$ cat config.mk
export PLATFORM = sky130hd
export DESIGN_NAME = mc_ctrl_fsm_flat
export DESIGN_NICKNAME = d
export VERILOG_FILES = /design/src/rtl/mc_ctrl_pkg.sv /design/src/rtl/mc_ctrl_if.sv /design/src/rtl/alu_ctrl_dec.sv /design/src/rtl/mc_ctrl_fsm.sv /design/src/flat_wrapper.sv
export SDC_FILE = /design/constraint.sdc
export NUM_CORES = 1
export LEC_CHECK = 0
export CORE_MARGIN = 1.5
export CORE_UTILIZATION = 45
export DETAILED_ROUTE_END_ITERATION = 6
export PLACE_DENSITY_LB_ADDON = 0.12
export SETUP_SLACK_MARGIN = 0.02
export SLEW_MARGIN = 30
export SYNTH_ARGS = -nofsm -noshare
export SYNTH_HDL_FRONTEND = slang
export SYNTH_SLANG_ARGS = --single-unit
$ cat constraint.sdc
create_clock -name clk -period 2.51 [get_ports clk]
set_input_delay 0.502 -clock clk [delete_from_list [all_inputs] [get_ports clk]]
set_output_delay 0.502 -clock clk [all_outputs]
set_load 0.03 [all_outputs]
$ cat src/rtl/mc_ctrl_pkg.sv
// Shared encodings for the multi-cycle MIPS control unit:
// states, opcodes, functs, ALU codes and datapath select fields.
package mc_ctrl_pkg;

    typedef enum logic [3:0] {
        S_IF  = 4'd0,
        S_ID  = 4'd1,
        S_MA  = 4'd2,
        S_MR  = 4'd3,
        S_WB  = 4'd4,
        S_MW  = 4'd5,
        S_RX  = 4'd6,
        S_RW  = 4'd7,
        S_BR  = 4'd8,
        S_J   = 4'd9,
        S_IX  = 4'd10,
        S_IW  = 4'd11,
        S_JAL = 4'd12,
        S_JR  = 4'd13
    } state_t;

    typedef enum logic [2:0] {
        AC_NONE,
        AC_ADD,
        AC_SUB,
        AC_FUNCT,
        AC_IMM
    } alu_class_t;

    localparam logic [5:0] OP_RTYPE = 6'h00;
    localparam logic [5:0] OP_J     = 6'h02;
    localparam logic [5:0] OP_JAL   = 6'h03;
    localparam logic [5:0] OP_BEQ   = 6'h04;
    localparam logic [5:0] OP_BNE   = 6'h05;
    localparam logic [5:0] OP_ADDI  = 6'h08;
    localparam logic [5:0] OP_SLTI  = 6'h0A;
    localparam logic [5:0] OP_ANDI  = 6'h0C;
    localparam logic [5:0] OP_ORI   = 6'h0D;
    localparam logic [5:0] OP_LUI   = 6'h0F;
    localparam logic [5:0] OP_LW    = 6'h23;
    localparam logic [5:0] OP_SW    = 6'h2B;

    localparam logic [5:0] F_SRL = 6'h02;
    localparam logic [5:0] F_JR  = 6'h08;
    localparam logic [5:0] F_ADD = 6'h20;
    localparam logic [5:0] F_SUB = 6'h22;
    localparam logic [5:0] F_AND = 6'h24;
    localparam logic [5:0] F_OR  = 6'h25;
    localparam logic [5:0] F_NOR = 6'h27;
    localparam logic [5:0] F_SLT = 6'h2A;

    localparam logic [2:0] ALU_AND = 3'b000;
    localparam logic [2:0] ALU_OR  = 3'b001;
    localparam logic [2:0] ALU_ADD = 3'b010;
    localparam logic [2:0] ALU_NOR = 3'b100;
    localparam logic [2:0] ALU_SRL = 3'b101;
    localparam logic [2:0] ALU_SUB = 3'b110;
    localparam logic [2:0] ALU_SLT = 3'b111;

    localparam logic [1:0] RD_RT = 2'b00;
    localparam logic [1:0] RD_RD = 2'b01;
    localparam logic [1:0] RD_RA = 2'b10;

    localparam logic [1:0] WB_ALU = 2'b00;
    localparam logic [1:0] WB_MDR = 2'b01;
    localparam logic [1:0] WB_PC  = 2'b10;
    localparam logic [1:0] WB_LUI = 2'b11;

    localparam logic [1:0] SRCB_B   = 2'b00;
    localparam logic [1:0] SRCB_4   = 2'b01;
    localparam logic [1:0] SRCB_IMM = 2'b10;
    localparam logic [1:0] SRCB_BR  = 2'b11;

    localparam logic [1:0] PCS_ALU = 2'b00;
    localparam logic [1:0] PCS_OUT = 2'b01;
    localparam logic [1:0] PCS_JMP = 2'b10;
    localparam logic [1:0] PCS_REG = 2'b11;

    function automatic logic op_known(input logic [5:0] op);
        return op inside {OP_RTYPE, OP_J, OP_JAL, OP_BEQ, OP_BNE,
                          OP_ADDI, OP_SLTI, OP_ANDI, OP_ORI,
                          OP_LUI, OP_LW, OP_SW};
    endfunction

endpackage

$ cat src/rtl/mc_ctrl_if.sv
// Control bundle between the multi-cycle FSM (master)
// and the datapath it steers (slave).
interface mc_ctrl_if;

    logic [5:0] opcode;
    logic [5:0] funct;
    logic       zero;
    logic       mem_ready;

    logic       pc_ce;
    logic       ir_ce;
    logic       mdr_ce;
    logic       iord;
    logic       mem_read;
    logic       mem_write;
    logic       reg_write;
    logic [1:0] reg_dst;
    logic [1:0] mem_to_reg;
    logic       alu_src_a;
    logic [1:0] alu_src_b;
    logic       ext_zero;
    logic [2:0] alu_ctrl;
    logic [1:0] pc_source;
    logic       illegal_op;
    logic [3:0] state;

    modport master (
        input  opcode, funct, zero, mem_ready,
        output pc_ce, ir_ce, mdr_ce, iord,
        output mem_read, mem_write, reg_write,
        output reg_dst, mem_to_reg,
        output alu_src_a, alu_src_b, ext_zero,
        output alu_ctrl, pc_source, illegal_op, state
    );

    modport slave (
        output opcode, funct, zero, mem_ready,
        input  pc_ce, ir_ce, mdr_ce, iord,
        input  mem_read, mem_write, reg_write,
        input  reg_dst, mem_to_reg,
        input  alu_src_a, alu_src_b, ext_zero,
        input  alu_ctrl, pc_source, illegal_op, state
    );

endinterface

$ cat src/rtl/alu_ctrl_dec.sv
// ALU operation decode from the FSM's ALU class,
// the opcode (immediate ops) and the R-type funct.
module alu_ctrl_dec
    import mc_ctrl_pkg::*;
(
    input  alu_class_t cls,
    input  logic [5:0] opcode,
    input  logic [5:0] funct,
    output logic [2:0] alu_ctrl,
    output logic       ext_zero,
    output logic       funct_illegal
);

    logic [2:0] f_ctrl;

    always_comb begin
        f_ctrl        = ALU_AND;
        funct_illegal = 1'b0;
        unique case (funct)
            F_ADD:   f_ctrl = ALU_ADD;
            F_SUB:   f_ctrl = ALU_SUB;
            F_AND:   f_ctrl = ALU_AND;
            F_OR:    f_ctrl = ALU_OR;
            F_SLT:   f_ctrl = ALU_SLT;
            F_NOR:   f_ctrl = ALU_NOR;
            F_SRL:   f_ctrl = ALU_SRL;
            F_JR:    f_ctrl = ALU_ADD;
            default: funct_illegal = 1'b1;
        endcase
    end

    always_comb begin
        alu_ctrl = ALU_AND;
        ext_zero = 1'b0;
        unique case (cls)
            AC_ADD:   alu_ctrl = ALU_ADD;
            AC_SUB:   alu_ctrl = ALU_SUB;
            AC_FUNCT: alu_ctrl = f_ctrl;
            AC_IMM: begin
                unique case (opcode)
                    OP_ANDI: begin
                        alu_ctrl = ALU_AND;
                        ext_zero = 1'b1;
                    end
                    OP_ORI: begin
                        alu_ctrl = ALU_OR;
                        ext_zero = 1'b1;
                    end
                    OP_SLTI: alu_ctrl = ALU_SLT;
                    default: alu_ctrl = ALU_ADD;
                endcase
            end
            default: alu_ctrl = ALU_AND;
        endcase
    end

endmodule

$ cat src/rtl/mc_ctrl_fsm.sv
// Multi-cycle MIPS control FSM: sequences IF/ID/EX/MEM/WB and
// drives datapath register enables and mux selects.
module mc_ctrl_fsm
    import mc_ctrl_pkg::*;
(
    input  logic       clk,
    input  logic       rst,
    mc_ctrl_if.master  bus
);

    state_t     state_q;
    state_t     state_d;
    alu_class_t cls;
    logic [2:0] dec_ctrl;
    logic       dec_ext;
    logic       funct_bad;
    logic       op_bad;

    alu_ctrl_dec u_dec (
        .cls           (cls),
        .opcode        (bus.opcode),
        .funct         (bus.funct),
        .alu_ctrl      (dec_ctrl),
        .ext_zero      (dec_ext),
        .funct_illegal (funct_bad)
    );

    assign op_bad = !op_known(bus.opcode) ||
                    (bus.opcode == OP_RTYPE && funct_bad);

    always_ff @(posedge clk) begin
        if (rst) state_q <= S_IF;
        else     state_q <= state_d;
    end

    always_comb begin
        state_d = S_IF;
        unique case (state_q)
            S_IF: state_d = bus.mem_ready ? S_ID : S_IF;
            S_ID: begin
                if (op_bad) begin
                    state_d = S_IF;
                end else begin
                    unique case (bus.opcode)
                        OP_LW, OP_SW:   state_d = S_MA;
                        OP_RTYPE:       state_d = (bus.funct == F_JR) ? S_JR : S_RX;
                        OP_BEQ, OP_BNE: state_d = S_BR;
                        OP_J:           state_d = S_J;
                        OP_JAL:         state_d = S_JAL;
                        OP_LUI:         state_d = S_IW;
                        default:        state_d = S_IX;
                    endcase
                end
            end
            S_MA:  state_d = (bus.opcode == OP_LW) ? S_MR : S_MW;
            S_MR:  state_d = bus.mem_ready ? S_WB : S_MR;
            S_MW:  state_d = bus.mem_ready ? S_IF : S_MW;
            S_RX:  state_d = S_RW;
            S_IX:  state_d = S_IW;
            default: state_d = S_IF;
        endcase
    end

    always_comb begin
        cls = AC_NONE;
        unique case (state_q)
            S_IF:       cls = bus.mem_ready ? AC_ADD : AC_NONE;
            S_ID, S_MA: cls = AC_ADD;
            S_BR:       cls = AC_SUB;
            S_RX:       cls = AC_FUNCT;
            S_IX:       cls = AC_IMM;
            default:    cls = AC_NONE;
        endcase
    end

    // Reset overrides everything so no strobe leaks out before IF is loaded.
    always_comb begin
        bus.pc_ce      = 1'b0;
        bus.ir_ce      = 1'b0;
        bus.mdr_ce     = 1'b0;
        bus.iord       = 1'b0;
        bus.mem_read   = 1'b0;
        bus.mem_write  = 1'b0;
        bus.reg_write  = 1'b0;
        bus.reg_dst    = RD_RT;
        bus.mem_to_reg = WB_ALU;
        bus.alu_src_a  = 1'b0;
        bus.alu_src_b  = SRCB_B;
        bus.ext_zero   = 1'b0;
        bus.alu_ctrl   = ALU_AND;
        bus.pc_source  = PCS_ALU;
        bus.illegal_op = 1'b0;
        bus.state      = 4'd0;
        if (!rst) begin
            bus.state    = state_q;
            bus.alu_ctrl = dec_ctrl;
            bus.ext_zero = dec_ext;
            unique case (state_q)
                S_IF: begin
                    bus.mem_read = 1'b1;
                    if (bus.mem_ready) begin
                        bus.ir_ce     = 1'b1;
                        bus.pc_ce     = 1'b1;
                        bus.alu_src_b = SRCB_4;
                    end
                end
                S_ID: begin
                    bus.alu_src_b  = SRCB_BR;
                    bus.illegal_op = op_bad;
                end
                S_MA: begin
                    bus.alu_src_a = 1'b1;
                    bus.alu_src_b = SRCB_IMM;
                end
                S_MR: begin
                    bus.mem_read = 1'b1;
                    bus.iord     = 1'b1;
                    bus.mdr_ce   = bus.mem_ready;
                end
                S_WB: begin
                    bus.reg_write  = 1'b1;
                    bus.mem_to_reg = WB_MDR;
                end
                S_MW: begin
                    bus.mem_write = 1'b1;
                    bus.iord      = 1'b1;
                end
                S_RX: bus.alu_src_a = 1'b1;
                S_RW: begin
                    bus.reg_write = 1'b1;
                    bus.reg_dst   = RD_RD;
                end
                S_BR: begin
                    bus.alu_src_a = 1'b1;
                    bus.pc_source = PCS_OUT;
                    bus.pc_ce     = bus.zero ^ (bus.opcode == OP_BNE);
                end
                S_J: begin
                    bus.pc_ce     = 1'b1;
                    bus.pc_source = PCS_JMP;
                end
                S_IX: begin
                    bus.alu_src_a = 1'b1;
                    bus.alu_src_b = SRCB_IMM;
                end
                S_IW: begin
                    bus.reg_write  = 1'b1;
                    bus.mem_to_reg = (bus.opcode == OP_LUI) ? WB_LUI : WB_ALU;
                end
                S_JAL: begin
                    bus.reg_write  = 1'b1;
                    bus.reg_dst    = RD_RA;
                    bus.mem_to_reg = WB_PC;
                    bus.pc_ce      = 1'b1;
                    bus.pc_source  = PCS_JMP;
                end
                S_JR: begin
                    bus.pc_ce     = 1'b1;
                    bus.pc_source = PCS_REG;
                end
                default: ;
            endcase
        end
    end

endmodule

$ cat src/flat_wrapper.sv
// flat-port wrapper written by rule: the top's interface ports become plain ports
module mc_ctrl_fsm_flat import mc_ctrl_pkg::*;
  (clk, rst, bus_opcode, bus_funct, bus_zero, bus_mem_ready, bus_pc_ce, bus_ir_ce, bus_mdr_ce, bus_iord, bus_mem_read, bus_mem_write, bus_reg_write, bus_reg_dst, bus_mem_to_reg, bus_alu_src_a, bus_alu_src_b, bus_ext_zero, bus_alu_ctrl, bus_pc_source, bus_illegal_op, bus_state);
  mc_ctrl_if bus_i ();
  input  logic clk;
  input  logic rst;
  input wire logic [$bits(bus_i.opcode)-1:0] bus_opcode;
  input wire logic [$bits(bus_i.funct)-1:0] bus_funct;
  input wire logic [$bits(bus_i.zero)-1:0] bus_zero;
  input wire logic [$bits(bus_i.mem_ready)-1:0] bus_mem_ready;
  output wire logic [$bits(bus_i.pc_ce)-1:0] bus_pc_ce;
  output wire logic [$bits(bus_i.ir_ce)-1:0] bus_ir_ce;
  output wire logic [$bits(bus_i.mdr_ce)-1:0] bus_mdr_ce;
  output wire logic [$bits(bus_i.iord)-1:0] bus_iord;
  output wire logic [$bits(bus_i.mem_read)-1:0] bus_mem_read;
  output wire logic [$bits(bus_i.mem_write)-1:0] bus_mem_write;
  output wire logic [$bits(bus_i.reg_write)-1:0] bus_reg_write;
  output wire logic [$bits(bus_i.reg_dst)-1:0] bus_reg_dst;
  output wire logic [$bits(bus_i.mem_to_reg)-1:0] bus_mem_to_reg;
  output wire logic [$bits(bus_i.alu_src_a)-1:0] bus_alu_src_a;
  output wire logic [$bits(bus_i.alu_src_b)-1:0] bus_alu_src_b;
  output wire logic [$bits(bus_i.ext_zero)-1:0] bus_ext_zero;
  output wire logic [$bits(bus_i.alu_ctrl)-1:0] bus_alu_ctrl;
  output wire logic [$bits(bus_i.pc_source)-1:0] bus_pc_source;
  output wire logic [$bits(bus_i.illegal_op)-1:0] bus_illegal_op;
  output wire logic [$bits(bus_i.state)-1:0] bus_state;
  assign bus_i.opcode = bus_opcode;
  assign bus_i.funct = bus_funct;
  assign bus_i.zero = bus_zero;
  assign bus_i.mem_ready = bus_mem_ready;
  assign bus_pc_ce = bus_i.pc_ce;
  assign bus_ir_ce = bus_i.ir_ce;
  assign bus_mdr_ce = bus_i.mdr_ce;
  assign bus_iord = bus_i.iord;
  assign bus_mem_read = bus_i.mem_read;
  assign bus_mem_write = bus_i.mem_write;
  assign bus_reg_write = bus_i.reg_write;
  assign bus_reg_dst = bus_i.reg_dst;
  assign bus_mem_to_reg = bus_i.mem_to_reg;
  assign bus_alu_src_a = bus_i.alu_src_a;
  assign bus_alu_src_b = bus_i.alu_src_b;
  assign bus_ext_zero = bus_i.ext_zero;
  assign bus_alu_ctrl = bus_i.alu_ctrl;
  assign bus_pc_source = bus_i.pc_source;
  assign bus_illegal_op = bus_i.illegal_op;
  assign bus_state = bus_i.state;
  mc_ctrl_fsm u_core (.clk(clk), .rst(rst), .bus(bus_i));
endmodule
**Word level (Yosys, flattened, before mapping)**

Index checks and enable logic that the tools add are counted.

- Bits in registers: 4
- Word-level logic and storage cells: 105
- Output and inout bits: 25

- Reductions and logical operators: 19
- Mux-type cells: 48
- Bitwise gates (word level): 1
- Equal/unequal tests: 36

Operators with widths:

| cell | count |
|---|---|
| $eq A6 B6 Y1 const B | 8 |
| $eq A6 B4 Y1 const B | 6 |
| $pmux W4 S7 | 1 |
| $mux W1 | 25 |
| $eq A4 B4 Y1 const B | 6 |
| $pmux W4 S6 | 1 |
| $eq A6 B2 Y1 const B | 3 |
| $pmux W2 S3 | 3 |
| $pmux W3 S6 | 1 |
| $reduce_or A2 Y1 | 9 |
| $eq A4 B3 Y1 const B | 4 |
| $pmux W3 S5 | 1 |
| $eq A6 B3 Y1 const B | 2 |
| $mux W3 | 4 |
| $mux W4 | 3 |
| $pmux W3 S4 | 1 |
| $reduce_bool A12 Y1 | 1 |
| $mux W2 | 5 |
| $pmux W3 S3 | 1 |
| $eq A4 B2 Y1 const B | 2 |
| $reduce_or A4 Y1 | 2 |
| $reduce_or A8 Y1 | 1 |
| $eq A3 B2 Y1 const B | 2 |
| $logic_not A6 Y1 | 1 |
| other kinds (11) | 11 |

**Depth between registers and ports, before layout**

- Depth in word-level cells: 7
- Depth in mapped cells: 6

**Hierarchy**

Synthesis repeated with hierarchy kept, for this count alone.

- Cell total of the unflattened synthesis: 172
- Area, all modules: 1094.8 um2

By module, submodules not included:

| module | cells each | area each (um2) | times used |
|---|---|---|---|
| mc_ctrl_fsm | 138 | 880.8 | 1 |
| alu_ctrl_dec | 34 | 214.0 | 1 |

**Worst setup path after synthesis**

No wires, ideal clock.

- Path type: input-to-output
- Start point: input port bus_opcode[5]
- End point: output port bus_ext_zero
- Slack: 87 ps
- Path buffers: 1
- Arrival time: 1921 ps
- Stages on the path: 4
- Path through: buf_6 nor3b_2 nand2_1 nor4_1

- Word-level cells in the longest chain between the ends: 5
- Elaborated cells on any way between the ends: 6

Ends and longest elaborated chain:

| what | line | RTL |
|---|---|---|
| from (decl) | flat_wrapper.sv:7 | `input wire logic [$bits(bus_i.opcode)-1:0] bus_opcode;` |
| $eq A6 B4 Y1 | alu_ctrl_dec.sv:40 | `unique case (opcode)` |
| $reduce_or A2 Y1 (no source line) (*) | n/a |  |
| $mux W1 (*) | alu_ctrl_dec.sv:40 |  |
| $mux W1 (*) | alu_ctrl_dec.sv:35 | `unique case (cls)` |
| $mux W1 (*) | mc_ctrl_fsm.sv:94 | `if (!rst) begin` |
| to (decl) | flat_wrapper.sv:22 | `output wire logic [$bits(bus_i.ext_zero)-1:0] bus_ext_zero;` |

Every way passes the cells marked *; elsewhere a longest branch is shown, timed or not.

**Worst setup path in the final report**

- Start point: input port bus_opcode[3]
- End point: output port bus_illegal_op

- Word-level cells in the longest chain between the ends: 6
- Elaborated cells on any way between the ends: 18

Ends and longest elaborated chain:

| what | line | RTL |
|---|---|---|
| $eq A6 B2 Y1 (tied with other cells) | mc_ctrl_pkg.sv:80 | `return op inside {OP_RTYPE, OP_J, OP_JAL, OP_BEQ, OP_BNE,` |
| $reduce_bool A12 Y1 | mc_ctrl_pkg.sv:80 |  |
| $logic_not A1 Y1 | mc_ctrl_fsm.sv:28 | `assign op_bad = !op_known(bus.opcode) \|\|` |
| $logic_or A1 B1 Y1 (*) | mc_ctrl_fsm.sv:28 |  |
| $mux W1 (*) | mc_ctrl_fsm.sv:98 | `unique case (state_q)` |
| $mux W1 (*) | mc_ctrl_fsm.sv:94 |  |
| to (decl) | flat_wrapper.sv:25 | `output wire logic [$bits(bus_i.illegal_op)-1:0] bus_illegal_op;` |

Marks and branches as above.

==> flow_metrics.tcl <==
set metrics [dict create \
    crit_arrival_ns 1.93 \
    synth.top_cells.by_area "nor3_1 7.9%, dfxtp_1 7.0%, a21oi_1 5.3%" \
    largest_reg_flops 4 \
    worst_pin_slew_ns 0.634 \
    cts-buffers-inserted 3 \
    clock_skew_ns 0.00126 \
    hold_path_class "reg2reg" \
    totalPowerFinal_mw 0.369 \
    endpoint_kind "output port" \
    numPortBuffers 40 \
    netlist-cell-type-count 61 \
    ys_dominant_reg_cell "dfxtp_1" \
    setup_viol_count_final 0 \
    initialDrtViolationCount 39 \
    finalInstanceArea_um2 1730 \
    grt_pass1_vias 1385 \
    total_leakage_power_nw 0.750 \
    die_height_um 53.4 \
    grt_antenna_before_repair 0 \
    crit_chain "clkdlybuf4s15_1 > or4_4 > nor3_4 > o311a_4 > o311a_1 > buf_6" \
    netlist_area_um2 1140 \
    synthDominantCellAreaShare 0.0789 \
    path_clk_slew_ns 0.04 \
    worst_setup_path_start_kind "input port" \
    largest-register "u_core.state_q" \
    worst_skew_pair.late_latency_ns 0.23 \
    timing.hold.worst_path_depth 2 \
    fill_cells 231 \
    max_slew_margin 0.567 \
    critPathMaxFanout 3 \
    synthesis.instances 167 \
    layout_top_registers "u_core.state_q (4)" \
    floorplan.io_pins 41 \
    final_period_minus_worst_setup_slack_ns 2.43 \
    post_synthesis_cell_type_with_the_largest_combined_area "nor3_1" \
    drt.antenna.violating_nets 0 \
    tritoncts_clock_tree "yes" \
    final_common_cell "buf_4" \
    number_of_enable_type_register_cells_in_the_synthesized_netlist 0 \
    start_util 0.470 \
    setup.worst_path.start "bus_opcode[3]" \
    slowest_stage "or4_4" \
    core_um2 2430 \
    cts.root.buffer_cell "clkbuf_4" \
    unrepaired_setup_endpoints_after_global_routing "no" \
    outcome "complete, no violations" \
    detailroute.via_count 1528 \
    grt_use_total 0.275 \
    reg2regPathDepth 4 \
    vdd.ir_drop.worst_mv 0.302 \
    synth.yosys.warnings 0 \
    layout.cells.most_common_list "56 x buf_4, 17 x nor3_1, 13 x nor2_1" \
    timing.reg2reg.setup_slack_ns 0.67 \
    avg_wl_per_cell_um 14.2 \
    timing.rr.start "u_core.state_q[0]" \
    post_route_worst_hold_slack_ns 0.701 \
    max_clock_freq_mhz 411 \
    critical-path-max-stage-delay_ns 0.54 \
    wire_length_of_the_first_global_routing_pass_mm 5.97 \
    synth_nets 183 \
    clock_sink_count 4 \
    crit_required_ns 2.01 \
    finalSetupTns_ns 0 \
    final_nets 246 \
    fp.dieW_um 53.4 \
    globalRoute.totalOverflow 0 \
    syn-mean-instance-area_um2 6.84 \
    post-dp-hpwl_mm 2.91 \
    layout-area-overhead-vs-synth_pct 51.7 \
    final_max_slew_viol_count 0 \
    synthArstFlopShare 0 \
    firstDrtPassIters 4 \
    final_layout_size_suffix_gt1_frac 0.377 \
    cts_setup_buffers 0 \
    viasPerCell 5.92 \
    p_per_area_nw_per_um2 213 \
    critical_path_class "in2out" \
    grt_max_degree 19 \
    hold_path.startpoint "u_core.state_q[1]" \
    die_area_um2 2850 \
    number_of_max_capacitance_violations_reported 0 \
    cts_max_path_buffers 2 \
    drt_drc_violations_left 0 \
    r2r-end "u_core.state_q[1]" \
    yosys_register_bits 4 \
    rows 18 \
    min_delay_worst_endpoint "u_core.state_q[1]" \
    timing_hold_violations_final 0 \
    dpl-instance-area_um2 1660 \
    final_wirelength_mm 3.66 \
    antenna_cells_inserted 0 \
    layout_worst_path_cycle_share 0.969 \
    cts_htree_levels 1 \
    seq_area_frac_synth 0.0701 \
    routabilityCongestion 0.849 \
]
## worst max-delay path, delay by kind of cell
kind,cells,cell delay [ns]
simple gates,2,0.70
buf+inv,2,0.33
compound gates,2,0.39
## power breakdown
group          internal (mW)  switching, mW  leakage (nW)  total [mW]
combinational          0.106          0.113         0.703       0.219
clock                 0.0534         0.0250        0.0138      0.0784
sequential            0.0661        0.00558        0.0330      0.0716
## cell usage after synthesis (all sizes together), types with 2 or more instances
cell    count
nor3b       3
o32ai       2
nor4        5
a21oi      12
or2b        2
a22oi       2
or3         3
and2b       2
or2         4
a31oi       3
xnor2       3
o311a       2
nand2       7
dfxtp       4
mux2        2
nor2       14
nand2b      9
and4b       2
o21ai       7
a21boi      3
nand3       3
inv         7
buf         7
xor2        2
nor2b       4
clkbuf      9
nor3       19
## final cells by class
| cell class | instances | area, µm² | area share |
|---|---|---|---|
| multi-input cells | 140 | 962 | 0.555 |
| well taps | 30 | 37.5 | 0.0217 |
| inverters | 7 | 26.3 | 0.0152 |
| flip-flops and latches | 4 | 81.3 | 0.0469 |
| clock buffers | 3 | 22.5 | 0.0130 |
| repair buffers | 74 | 603 | 0.348 |
## stage by stage
stage / cells / setup slack, ns / utilization
global placement: 255 / -0.169 / 0.681
finish: 258 / 0.0771 / 0.712
detailed placement: 255 / -0.231 / 0.681
floorplan: 167 / 0.0874 / -
CTS: 258 / 0.0471 / 0.705
global route: 258 / 0.0244 / 0.712
## timing repair
action / CTS / global route
hold buffers: 0 / 0
endpoints found under the hold margin: 0 / 0
gates cloned: 0 / 0
setup endpoints to repair: 7 / 6
gates resized for setup: 21 / 6
pin swaps: 5 / 1
## worst max-delay path by stage
stage | endpoint | slack (ns) | cells past startpoint
CTS | bus_alu_ctrl[2] | 0.05 | 6
detailed placement | bus_illegal_op | -0.23 | 6
global route | bus_alu_ctrl[2] | 0.02 | 7
finish | bus_illegal_op | 0.08 | 6
floorplan | bus_ext_zero | 0.09 | 4
global placement | bus_illegal_op | -0.17 | 6
## logic make-up (layout without fill, tap and decap cells)
kind of cell | after synthesis | in the layout | synth area share
compound gates | 49 | 49 | 0.310
mux | 3 | 3 | 0.0285
xor+xnor | 5 | 5 | 0.0383
simple gates | 83 | 83 | 0.428
buf+inv | 23 | 84 | 0.125
flops | 4 | 4 | 0.0701
## routing by layer
layer,up-vias,part of all wire,global-route usage
met3,0,0.057,0.0395
met1,726,0.41,0.332
met5,-,0,0
li1,746,-,-
met4,0,0,0.0256
met2,56,0.53,0.519
(Power assumes the default switching activity.)
